**src/rtl/cpu_pkg.sv**
```systemverilog
`default_nettype none
// +----------------------------------------------------------------------------+
// | cpu_pkg                                                                    |
// | Shared CPU-core types: address/data widths, fetch entry, fetch FSM states. |
// | Revision: 1.0                                                              |
// +----------------------------------------------------------------------------+
package cpu_pkg;

  localparam int CPU_ADDR_W = 16;
  localparam int CPU_DATA_W = 8;

  typedef struct packed {
    logic [CPU_ADDR_W-1:0] pc;
    logic [CPU_DATA_W-1:0] data;
  } fetch_entry_t;

  typedef enum logic [1:0] {
    ST_IDLE = 2'd0,
    ST_WAIT = 2'd1,
    ST_DROP = 2'd2
  } fetch_state_t;

endpackage
`default_nettype wire

```
**src/rtl/fetch_stage_if.sv**
```systemverilog
`default_nettype none
// +----------------------------------------------------------------------------+
// | fetch_stage_if                                                             |
// | Memory read port, redirect input and decode-side valid/ready handshake.    |
// | Revision: 1.0                                                              |
// +----------------------------------------------------------------------------+
interface fetch_stage_if
  import cpu_pkg::*;
#(
  parameter int ADDR_W = CPU_ADDR_W,
  parameter int DATA_W = CPU_DATA_W
);

  logic              mem_req;
  logic [ADDR_W-1:0] mem_addr;
  logic              mem_ack;
  logic [DATA_W-1:0] mem_data;
  logic              redirect;
  logic [ADDR_W-1:0] redirect_pc;
  logic              out_valid;
  logic [DATA_W-1:0] out_data;
  logic [ADDR_W-1:0] out_pc;
  logic              out_ready;

  // master = the fetch stage, slave = memory / redirect source / decode
  modport master (
    output mem_req, mem_addr, out_valid, out_data, out_pc,
    input  mem_ack, mem_data, redirect, redirect_pc, out_ready
  );

  modport slave (
    input  mem_req, mem_addr, out_valid, out_data, out_pc,
    output mem_ack, mem_data, redirect, redirect_pc, out_ready
  );

endinterface
`default_nettype wire

```
**src/rtl/fetch_fifo.sv**
```systemverilog
`default_nettype none
// +----------------------------------------------------------------------------+
// | fetch_fifo                                                                 |
// | Synchronous FIFO of fetched {pc,data} entries; flush beats push.           |
// | Revision: 1.0                                                              |
// +----------------------------------------------------------------------------+
module fetch_fifo
  import cpu_pkg::*;
#(
  parameter int WIDTH = $bits(fetch_entry_t),
  parameter int DEPTH = 4
) (
  input  wire logic                    clk,
  input  wire logic                    rst,
  input  wire logic                    push,
  input  wire logic                    pop,
  input  wire logic                    flush,
  input  wire logic [WIDTH-1:0]        din,
  output logic      [$clog2(DEPTH):0]  count,
  output logic      [WIDTH-1:0]        head
);

  localparam int PTR_W = $clog2(DEPTH);
  localparam logic [PTR_W:0] c_full = (PTR_W+1)'(DEPTH);

  logic [WIDTH-1:0] r_mem [DEPTH];
  logic [PTR_W-1:0] r_wr_ptr;
  logic [PTR_W-1:0] r_rd_ptr;
  logic [PTR_W:0]   r_count;
  logic             w_do_push;
  logic             w_do_pop;

  assign w_do_pop  = pop && (r_count != '0);
  // A simultaneous pop frees the slot, so a full FIFO can still accept a push
  assign w_do_push = push && ((r_count != c_full) || w_do_pop);

  always_ff @(posedge clk or posedge rst) begin
    if (rst) begin
      r_wr_ptr <= '0;
      r_rd_ptr <= '0;
      r_count  <= '0;
      for (int i = 0; i < DEPTH; i++) begin
        r_mem[i] <= '0;
      end
    end else if (flush) begin
      r_wr_ptr <= '0;
      r_rd_ptr <= '0;
      r_count  <= '0;
    end else begin
      if (w_do_push) begin
        r_mem[r_wr_ptr] <= din;
        r_wr_ptr        <= r_wr_ptr + PTR_W'(1);
      end
      if (w_do_pop) begin
        r_rd_ptr <= r_rd_ptr + PTR_W'(1);
      end
      case ({w_do_push, w_do_pop})
        2'b10:   r_count <= r_count + (PTR_W+1)'(1);
        2'b01:   r_count <= r_count - (PTR_W+1)'(1);
        default: r_count <= r_count;
      endcase
    end
  end

  assign count = r_count;
  assign head  = r_mem[r_rd_ptr];

endmodule
`default_nettype wire

```
**src/rtl/fetch_stage.sv**
```systemverilog
`default_nettype none
// +----------------------------------------------------------------------------+
// | fetch_stage                                                                |
// | Instruction fetch: PC, single-outstanding memory FSM, entry FIFO, redirect.|
// | Revision: 1.0                                                              |
// +----------------------------------------------------------------------------+
module fetch_stage
  import cpu_pkg::*;
#(
  parameter int                ADDR_W     = CPU_ADDR_W,
  parameter int                DATA_W     = CPU_DATA_W,
  parameter int                FIFO_DEPTH = 4,
  parameter logic [ADDR_W-1:0] RESET_PC   = '0
) (
  input wire logic      clk,
  input wire logic      rst,
  fetch_stage_if.master bus
);

  localparam int CNT_W   = $clog2(FIFO_DEPTH) + 1;
  localparam int ENTRY_W = ADDR_W + DATA_W;

  fetch_state_t       r_state;
  logic [ADDR_W-1:0]  r_pc;
  logic [ADDR_W-1:0]  r_mem_addr;
  logic               r_mem_req;

  logic [ADDR_W-1:0]  w_pc_inc;
  logic [CNT_W-1:0]   w_count;
  logic [CNT_W-1:0]   w_occupancy;
  logic               w_issue_ok;
  logic               w_push;
  logic               w_pop;
  logic               w_out_valid;
  logic [ENTRY_W-1:0] w_head;

  assign w_pc_inc    = r_pc + ADDR_W'(1);
  assign w_out_valid = (w_count != '0);
  assign w_pop       = w_out_valid && bus.out_ready && !bus.redirect;
  assign w_push      = (r_state == ST_WAIT) && bus.mem_ack && !bus.redirect;

  // Buffered entries plus the outstanding request: every ack is guaranteed a slot
  assign w_occupancy = w_count + CNT_W'(r_mem_req);
  assign w_issue_ok  = (w_occupancy < CNT_W'(FIFO_DEPTH));

  always_ff @(posedge clk or posedge rst) begin
    if (rst) begin
      r_state    <= ST_IDLE;
      r_pc       <= RESET_PC;
      r_mem_req  <= 1'b0;
      r_mem_addr <= RESET_PC;
    end else if (bus.redirect) begin
      r_pc <= bus.redirect_pc;
      case (r_state)
        ST_WAIT, ST_DROP: begin
          if (bus.mem_ack) begin
            r_state   <= ST_IDLE;
            r_mem_req <= 1'b0;
          end else begin
            // Old request must still complete; its data is thrown away
            r_state <= ST_DROP;
          end
        end
        default: begin
          r_state    <= ST_WAIT;
          r_mem_req  <= 1'b1;
          r_mem_addr <= bus.redirect_pc;
        end
      endcase
    end else begin
      case (r_state)
        ST_IDLE: begin
          if (w_issue_ok) begin
            r_state    <= ST_WAIT;
            r_mem_req  <= 1'b1;
            r_mem_addr <= r_pc;
          end
        end
        ST_WAIT: begin
          if (bus.mem_ack) begin
            r_pc <= w_pc_inc;
            if (w_issue_ok) begin
              r_mem_addr <= w_pc_inc;
            end else begin
              r_state   <= ST_IDLE;
              r_mem_req <= 1'b0;
            end
          end
        end
        ST_DROP: begin
          if (bus.mem_ack) begin
            if (w_issue_ok) begin
              r_state    <= ST_WAIT;
              r_mem_addr <= r_pc;
            end else begin
              r_state   <= ST_IDLE;
              r_mem_req <= 1'b0;
            end
          end
        end
        default: begin
          r_state   <= ST_IDLE;
          r_mem_req <= 1'b0;
        end
      endcase
    end
  end

  fetch_fifo #(
    .WIDTH (ENTRY_W),
    .DEPTH (FIFO_DEPTH)
  ) u_fifo (
    .clk   (clk),
    .rst   (rst),
    .push  (w_push),
    .pop   (w_pop),
    .flush (bus.redirect),
    .din   ({r_pc, bus.mem_data}),
    .count (w_count),
    .head  (w_head)
  );

  assign bus.mem_req   = r_mem_req;
  assign bus.mem_addr  = r_mem_addr;
  assign bus.out_valid = w_out_valid;
  assign bus.out_pc    = w_head[ENTRY_W-1:DATA_W];
  assign bus.out_data  = w_head[DATA_W-1:0];

endmodule
`default_nettype wire

```
**src/flat_wrapper.sv**
```systemverilog
// flat-port wrapper written by rule: the top's interface ports become plain ports
module fetch_stage_flat import cpu_pkg::*;
#(
  parameter int                ADDR_W     = CPU_ADDR_W,
  parameter int                DATA_W     = CPU_DATA_W,
  parameter int                FIFO_DEPTH = 4,
  parameter logic [ADDR_W-1:0] RESET_PC   = '0
)
  (clk, rst, bus_mem_req, bus_mem_addr, bus_out_valid, bus_out_data, bus_out_pc, bus_mem_ack, bus_mem_data, bus_redirect, bus_redirect_pc, bus_out_ready);
  fetch_stage_if #(.ADDR_W(ADDR_W), .DATA_W(DATA_W)) bus_i ();
  input wire logic clk;
  input wire logic rst;
  output wire logic [$bits(bus_i.mem_req)-1:0] bus_mem_req;
  output wire logic [$bits(bus_i.mem_addr)-1:0] bus_mem_addr;
  output wire logic [$bits(bus_i.out_valid)-1:0] bus_out_valid;
  output wire logic [$bits(bus_i.out_data)-1:0] bus_out_data;
  output wire logic [$bits(bus_i.out_pc)-1:0] bus_out_pc;
  input wire logic [$bits(bus_i.mem_ack)-1:0] bus_mem_ack;
  input wire logic [$bits(bus_i.mem_data)-1:0] bus_mem_data;
  input wire logic [$bits(bus_i.redirect)-1:0] bus_redirect;
  input wire logic [$bits(bus_i.redirect_pc)-1:0] bus_redirect_pc;
  input wire logic [$bits(bus_i.out_ready)-1:0] bus_out_ready;
  assign bus_mem_req = bus_i.mem_req;
  assign bus_mem_addr = bus_i.mem_addr;
  assign bus_out_valid = bus_i.out_valid;
  assign bus_out_data = bus_i.out_data;
  assign bus_out_pc = bus_i.out_pc;
  assign bus_i.mem_ack = bus_mem_ack;
  assign bus_i.mem_data = bus_mem_data;
  assign bus_i.redirect = bus_redirect;
  assign bus_i.redirect_pc = bus_redirect_pc;
  assign bus_i.out_ready = bus_out_ready;
  fetch_stage #(.ADDR_W(ADDR_W), .DATA_W(DATA_W), .FIFO_DEPTH(FIFO_DEPTH), .RESET_PC(RESET_PC)) u_core (.clk(clk), .rst(rst), .bus(bus_i));
endmodule
```
**config.mk**
```make
export PLATFORM = sky130hd
export DESIGN_NAME = fetch_stage_flat
export DESIGN_NICKNAME = d
export VERILOG_FILES = /design/src/rtl/cpu_pkg.sv /design/src/rtl/fetch_stage_if.sv /design/src/rtl/fetch_fifo.sv /design/src/rtl/fetch_stage.sv /design/src/flat_wrapper.sv
export SDC_FILE = /design/constraint.sdc
export NUM_CORES = 1
export LEC_CHECK = 0
export BUFFER_PORTS_ARGS = -buffer_cell sky130_fd_sc_hd__buf_2
export CORE_AREA = 2 2 141 102
export CTS_BUF_LIST = sky130_fd_sc_hd__clkbuf_4
export DETAILED_ROUTE_END_ITERATION = 10
export DIE_AREA = 0 0 143 104
export PLACE_DENSITY_LB_ADDON = 0.1
export SETUP_SLACK_MARGIN = 0.4
export SLEW_MARGIN = 20
export SYNTH_ARGS = -nofsm -noshare
export SYNTH_HDL_FRONTEND = slang
export SYNTH_SLANG_ARGS = --single-unit
```
**constraint.sdc**
```tcl
create_clock -name clk -period 4.5 [get_ports clk]
set_input_delay 0.9 -clock clk [delete_from_list [all_inputs] [get_ports clk]]
set_output_delay 0.9 -clock clk [all_outputs]
set_load 0.005 [all_outputs]
```
## Word-level counts from Yosys, hierarchy flattened

Index checks and enable logic that the tools add are counted.

| storage, ports and cells | value |
|---|---|
| input bits | 29 |
| register bits | 138 |
| logic and storage cells | 98 |
| output and inout bits | 42 |

| cells by class | value |
|---|---|
| reduce and logical (&&, ||, !) cells | 23 |
| order comparisons | 4 |
| equality and inequality tests | 13 |
| muxes and demuxes | 38 |
| add/subtract/negate cells | 6 |
| bitwise operators | 3 |

Operators by type and width:

| kind | number |
|---|---|
| $mux 16 | 9 |
| $bwmux 96 | 1 |
| $mux 24 | 3 |
| $bmux 24 s2 | 1 |
| $demux 24 s2 | 1 |
| $pmux 16 s3 | 1 |
| $mux 2 | 11 |
| $add 16x1->16 const B | 1 |
| $ne 3x3->1 const B | 5 |
| $reduce_bool 2->1 | 4 |
| $logic_and 1x1->1 | 7 |
| $mux 1 | 7 |
| $ge 3x3->1 const B | 2 |
| $ne 3x2->1 const B | 2 |
| $not 2->3 | 2 |
| $pmux 2 s3 | 1 |
| $pmux 3 s2 | 1 |
| $reduce_bool 3->1 | 2 |
| $reduce_and 5->1 | 1 |
| $add 2x1->2 const B | 2 |
| $eq 2x1->1 const B | 2 |
| $eq 2x2->1 const B | 2 |
| $reduce_and 2->1 | 2 |
| $reduce_and 4->1 | 1 |
| 16 further kinds | 16 |

## Longest topological paths before layout

| logic depth | value |
|---|---|
| depth after elaboration | 9 |
| depth in mapped cells | 10 |
| mapped depth without buffers | 9 |

## Cells and area by module

A second synthesis with hierarchy kept.

| unflattened totals | value |
|---|---|
| cells, all modules | 557 |
| area total of the unflattened synthesis | 7,463.4 µm² |

Modules (own cells, without submodules):

| module | cells each | area each (µm²) | times used | sequential area each (µm²) |
|---|---|---|---|---|
| fetch_fifo | 294 | 5,148.7 | 1 | 2,577.5 |
| fetch_stage | 263 | 2,314.7 | 1 | 875.8 |

## Least setup slack after synthesis

OpenSTA, ideal clock, no wires.

| timing | value |
|---|---|
| path kind | input to register |
| start point | input bus_redirect |
| end point | register u_core.u_fifo.r_count[2] (netlist: u_core.u_fifo.count[2]) |
| library setup time | 0.137 ns |
| setup slack | 2.093 ns |
| buffers on the path | 2 |
| arrival | 2.270 ns |
| cell stages on the path | 8 |
| data required time | 4.363 ns |
| cells stage by stage | buf_6 -> clkbuf_1 -> nor3_1 -> fa_1 -> nor3_1 -> a21oi_1 -> a32oi_1 -> a21oi_1 |

| between the ends | value |
|---|---|
| word-level cells in the longest chain between the ends | 8 |
| elaborated cells between the ends (all ways) | 11 |
| those cells by class | 2 x eq/ne; 2 x mux; 7 x reduce/logical |

Ends and longest elaborated chain:

| item | line | text |
|---|---|---|
| start: declaration | flat_wrapper.sv:20 | `input wire logic [$bits(bus_i.redirect)-1:0] bus_redirect;` |
| $logic_not 1->1 | fetch_stage.sv:39, fetch_stage.sv:40 |  |
| $logic_and 1x1->1 | fetch_stage.sv:39 | `assign w_pop = w_out_valid && bus.out_ready && !bus.redirect;` |
| $logic_and 1x1->1 | fetch_fifo.sv:33 | `assign w_do_pop = pop && (r_count != '0);` |
| $logic_or 1x1->1 | fetch_fifo.sv:35 | `assign w_do_push = push && ((r_count != c_full) \|\| w_do_pop);` |
| $logic_and 1x1->1 | fetch_fifo.sv:35 |  |
| $eq 2x1->1 / $eq 2x2->1 (equally long branches) | fetch_fifo.sv:57 | `case ({w_do_push, w_do_pop})` |
| $pmux 3 s2 | fetch_fifo.sv:57 |  |
| $mux 3 | fetch_fifo.sv:45 | `end else if (flush) begin` |
| end signal: assignment | fetch_fifo.sv:58 | `2'b10: r_count <= r_count + (PTR_W+1)'(1);` |
| end signal: assignment | fetch_fifo.sv:59 | `2'b01: r_count <= r_count - (PTR_W+1)'(1);` |
| end signal: assignment | fetch_fifo.sv:60 | `default: r_count <= r_count;` |
| end: declaration | fetch_fifo.sv:29 | `logic [PTR_W:0] r_count;` |

Several ways; a longest one is shown, not always the timed one.
A chain may end at the register's enable or synchronous reset.

## Final worst setup path

| timing | value |
|---|---|
| start point | register u_core.u_fifo.r_rd_ptr[0] |
| end point | output bus_out_pc[8] |

| between the ends | value |
|---|---|
| word-level cells in the longest chain between the ends | 4 |

Ends and longest elaborated chain:

| item | line | text |
|---|---|---|
| start: declaration | fetch_fifo.sv:28 | `logic [PTR_W-1:0] r_rd_ptr;` |
| start signal: assignment | fetch_fifo.sv:55 | `r_rd_ptr <= r_rd_ptr + PTR_W'(1);` |
| $not 2->3 (implied by the code) | fetch_fifo.sv:66 | `assign head = r_mem[r_rd_ptr];` |
| $bmux 24 s2 | fetch_fifo.sv:66 |  |
| $mux 24 (implied by the code) (2 in series) | fetch_fifo.sv:66 |  |
| end: declaration | flat_wrapper.sv:17 | `output wire logic [$bits(bus_i.out_pc)-1:0] bus_out_pc;` |

Every way passes these cells. The select of a mux whose other input is x is not followed.

==> summary.txt <==
Outcome
  • Status: finished clean

Clock network
  • Cts hold-fix bufs: 0
  • Post-CTS Setup Bufs: 0
  • Root Buffer: clkbuf_4
  • CTS Buf Count: 17
  • CTS resizes: 0
  • Clock Tree Buf Depth: 2
  • TritonCTS clock tree: built
  • CTS clk-pin slew, worst paths: ~0.12 ns
  • Clock Latency Late Sink: roughly 0.55 ns
  • Htree depth: 4
  • CTS sink cnt: roughly 140

Detailed routing
  • DRT iter0 DRCs: around 250
  • Final WL: 15000 um
  • Avg Vias per Cell: 5.58
  • Final ANT Viol Nets: 0
  • DRC: 0
  • DR vias: ~4500
  • Wire per inst: ~19 um
  • Router iterations before antenna repair: 4

Timing
  • Pins Over Slew Limit: 0
  • Clock skew: between 0.01 and 0.015 ns
  • Setup TNS: 0 ns
  • Period minus WS final: 3.25 ns
  • Final setup fails: 0
  • Worst-margin pin slew: about 0.93 ns
  • Peak Freq: roughly 0.31 GHz
  • Worst slew margin: 38.1%
  • Hold Vio Cnt, Final: 0
  • Setup WS post-layout: around 1.3 ns
  • Crit share post-route: just over 70%
  • RSZ-0062 raised after global routing: false

Power and ir drop
  • Sw Pwr: approximately 1.6 mW
  • Seq pwr share: a little over two fifths
  • Int Pwr: ~3.2 mW
  • Combinational share of power: about 38%
  • Pwr dens: 600 nW/um2
  • Clock Power Share: between 10% and 20%
  • Maximum VDD drop: about 310 uV
  • Switching share of power: between 30% and 40%
  • Leak pwr: around 3.5 nW

Hold path
  • Hold path endpoint: u_core.bus.mem_addr[5]
  • Hold path depth: 2
  • Worst hold path class: flip-flop to flip-flop
  • Hold_sp: u_core.bus.mem_addr[5]

Critical path
  • Worst path slowest cell: dfrtp_2
  • Cell Chain, Critical Path: mux4_2 > buf_2
  • Critical path capture point type: output port
  • Critical path depth in cells: 2
  • Crit path arrival time: about 2.4 ns
  • Worst reg2reg setup slack: between 1 and 1.5 ns
  • Critical Path Start Type: flip-flop
  • Worst reg2reg path depth: 7
  • RR Startpoint: u_core.r_state[1]
  • CP startpoint: u_core.u_fifo.r_rd_ptr[0]
  • CP max stage delay: a little under 1 ns
  • Worst Setup Path Type: flip-flop to output port
  • Critical R2R Capture: u_core.u_fifo.r_mem[91]
  • Top delay family on crit path: flip-flops
  • Buf/Inv on CP: 1
  • Data required time of the worst path: roughly 3.6 ns
  • Crit-path max FO: 26

Die
  • I/O pin count: 71
  • Die area: 14900 um2
  • Core area: roughly 14000 um2
  • Die Ht: between 100 and 150 um
  • Starting Density: 54.5%
  • Row count: 36
  • Die width: ~140 um

Place
  • Port buffer count: 70
  • Dpl cells: 774
  • Post-Place Setup Slack: around 1.4 ns
  • RD Place Congestion: roughly 0.8
  • HPWL Detailed: 9500 um

Logic synthesis
  • Asr flop ratio synth: between 90% and 100%
  • Syn_nets: 594
  • Synth Area per Inst: approximately 13 um2
  • FF+latch count, synth: 138
  • Mapped cell area: 7390 um2
  • Prevailing post-synth register cell: dfrtp_1
  • Number of flops mapped to enable cells by yosys: 0
  • Synth cell types: just under 60
  • Synth warn: 0
  • Mapped Cells: approximately 560
  • Sequential area share after synthesis: between 40% and 50%

Final layout
  • # fillers: between 1000 and 1500
  • # diodes: 0
  • Commonest non-fill, non-tap cell in the layout: dfrtp_1
  • Post-Layout Cell Count: ~810
  • Area grow syn2layout: 8.11%
  • Commonest cells after routing, fill and taps aside: dfrtp_1, mux2_4, buf_2, nor2_1
  • Fraction of layout instances using a drive strength above 1: between 40% and 50%
  • Final #Nets: around 640

Global routing
  • Initial antenna violation count: 0
  • Remaining global-route overflow: 0
  • Total GRT Usage: between 20% and 30%
  • Largest net degree at the start of global routing: between 100 and 150
  • Vias in the first global route: around 4800
  • First-pass GRT wire length: 25000 um

Job
  • Max-Cap Viols: 0
flip-flops by register name (all words and copies together), names as in the netlist:
name,flops
u_core.u_fifo.r_mem,96
u_core.bus.mem_addr,16
u_core.r_pc,16
u_core.u_fifo.count,3
u_core.r_state,2
u_core.u_fifo.r_rd_ptr,2
u_core.u_fifo.r_wr_ptr,2
u_core.bus.mem_req,1
logic make-up (layout without fill, tap and decap cells):
logic type      Yosys count  in the layout  share of synthesized area, %
flops                   138            138                          46.7
buf+inv                  60            120                          5.80
mux                     129            129                          27.3
compound gates           74             74                          6.67
xor+xnor                 33             33                          3.91
fa+ha+maj                 9              9                          1.62
simple gates            113            113                          7.99
worst max-delay path by stage:
stage | to | slack, ns
after floorplan | u_core.bus.mem_addr[0] | 1.88
after global placement | u_core.u_fifo.r_mem[93] | 1.47
after detailed placement | u_core.u_fifo.r_mem[5] | 1.37
after CTS | bus_out_pc[8] | 1.16
after global routing | bus_out_pc[8] | 1.06
final | bus_out_pc[8] | 1.25
Yosys cell counts (2+ instances only):
cell | count | area [um2]
a211oi_1 | 4 | 30.0
a21oi_1 | 28 | 140
a31oi_1 | 3 | 18.8
and2_1 | 5 | 31.3
and3_1 | 2 | 12.5
buf_1 | 3 | 11.3
buf_12 | 8 | 160
buf_2 | 16 | 80.1
buf_4 | 2 | 15.0
buf_6 | 6 | 67.6
clkbuf_1 | 13 | 48.8
dfrtp_1 | 138 | 3450
ha_1 | 8 | 100
inv_1 | 10 | 37.5
mux2_2 | 21 | 236
mux2_4 | 80 | 1200
mux2i_1 | 4 | 40.0
mux4_2 | 24 | 541
nand2_1 | 28 | 105
nand2b_1 | 11 | 68.8
nand3_1 | 8 | 40.0
nand3_4 | 2 | 35.0
nand4_1 | 4 | 25.0
nand4_2 | 2 | 25.0
nor2_1 | 29 | 109
nor2_2 | 3 | 18.8
nor3_1 | 8 | 40.0
nor4_1 | 4 | 25.0
o21ai_0 | 8 | 40.0
o21ai_1 | 4 | 20.0
o22ai_1 | 2 | 12.5
o31ai_1 | 2 | 15.0
o32a_1 | 9 | 90.1
or3_1 | 2 | 12.5
xnor2_1 | 23 | 201
xor2_1 | 10 | 87.6
routing by layer:
layer	vias up	part of all wire, %	GRT usage (%)
met4	0	0.61	5.23
met1	2327	48	31.6
li1	2081	-	-
met2	78	47	32.5
met3	8	3.7	5.52
met5	-	0	0
metrics by stage:
| stage | hold slack, ns | util, % | instance area (um2) | total power, mW |
|---|---|---|---|---|
| floorplan | 0.473 | - | 7400 | 3.40 |
| global placement | 0.460 | 56.5 | 7660 | 3.84 |
| detailed placement | 0.470 | 56.5 | 7660 | 3.90 |
| CTS | 0.498 | 59.0 | 7990 | 4.84 |
| global route | 0.524 | 59.0 | 7990 | 5.12 |
| finish | 0.490 | 59.0 | 7990 | 4.80 |
tightest hold or removal path: cells and delay by family (launching register included):
kind	cells	cell delay, ns
AO/OA/AOI/OAI	1	0.06
flip-flops	1	0.36
AND/OR/NAND/NOR	1	0.04
area by class of cell:
type	instances	area (um2)	share of cell area, %
sequential	138	3450	43.2
multi-input combinational	358	3510	43.9
timing repair buffer	77	415	5.20
tap	190	238	2.97
clock inverter	15	201	2.52
clock buffer	17	128	1.60
inverter	11	45.0	0.564
power by group through the flow:
stage                     registers, mW  logic, mW  clock network (mW)
final                              2.07       1.81               0.921
after global routing               2.14       1.98                1.01
after CTS                          2.07       1.83               0.940
after detailed placement           2.09       1.82                   0
after global placement             2.06       1.77                   0
after floorplan                    1.90       1.50                   0
Power figures use the tool's default switching activity.
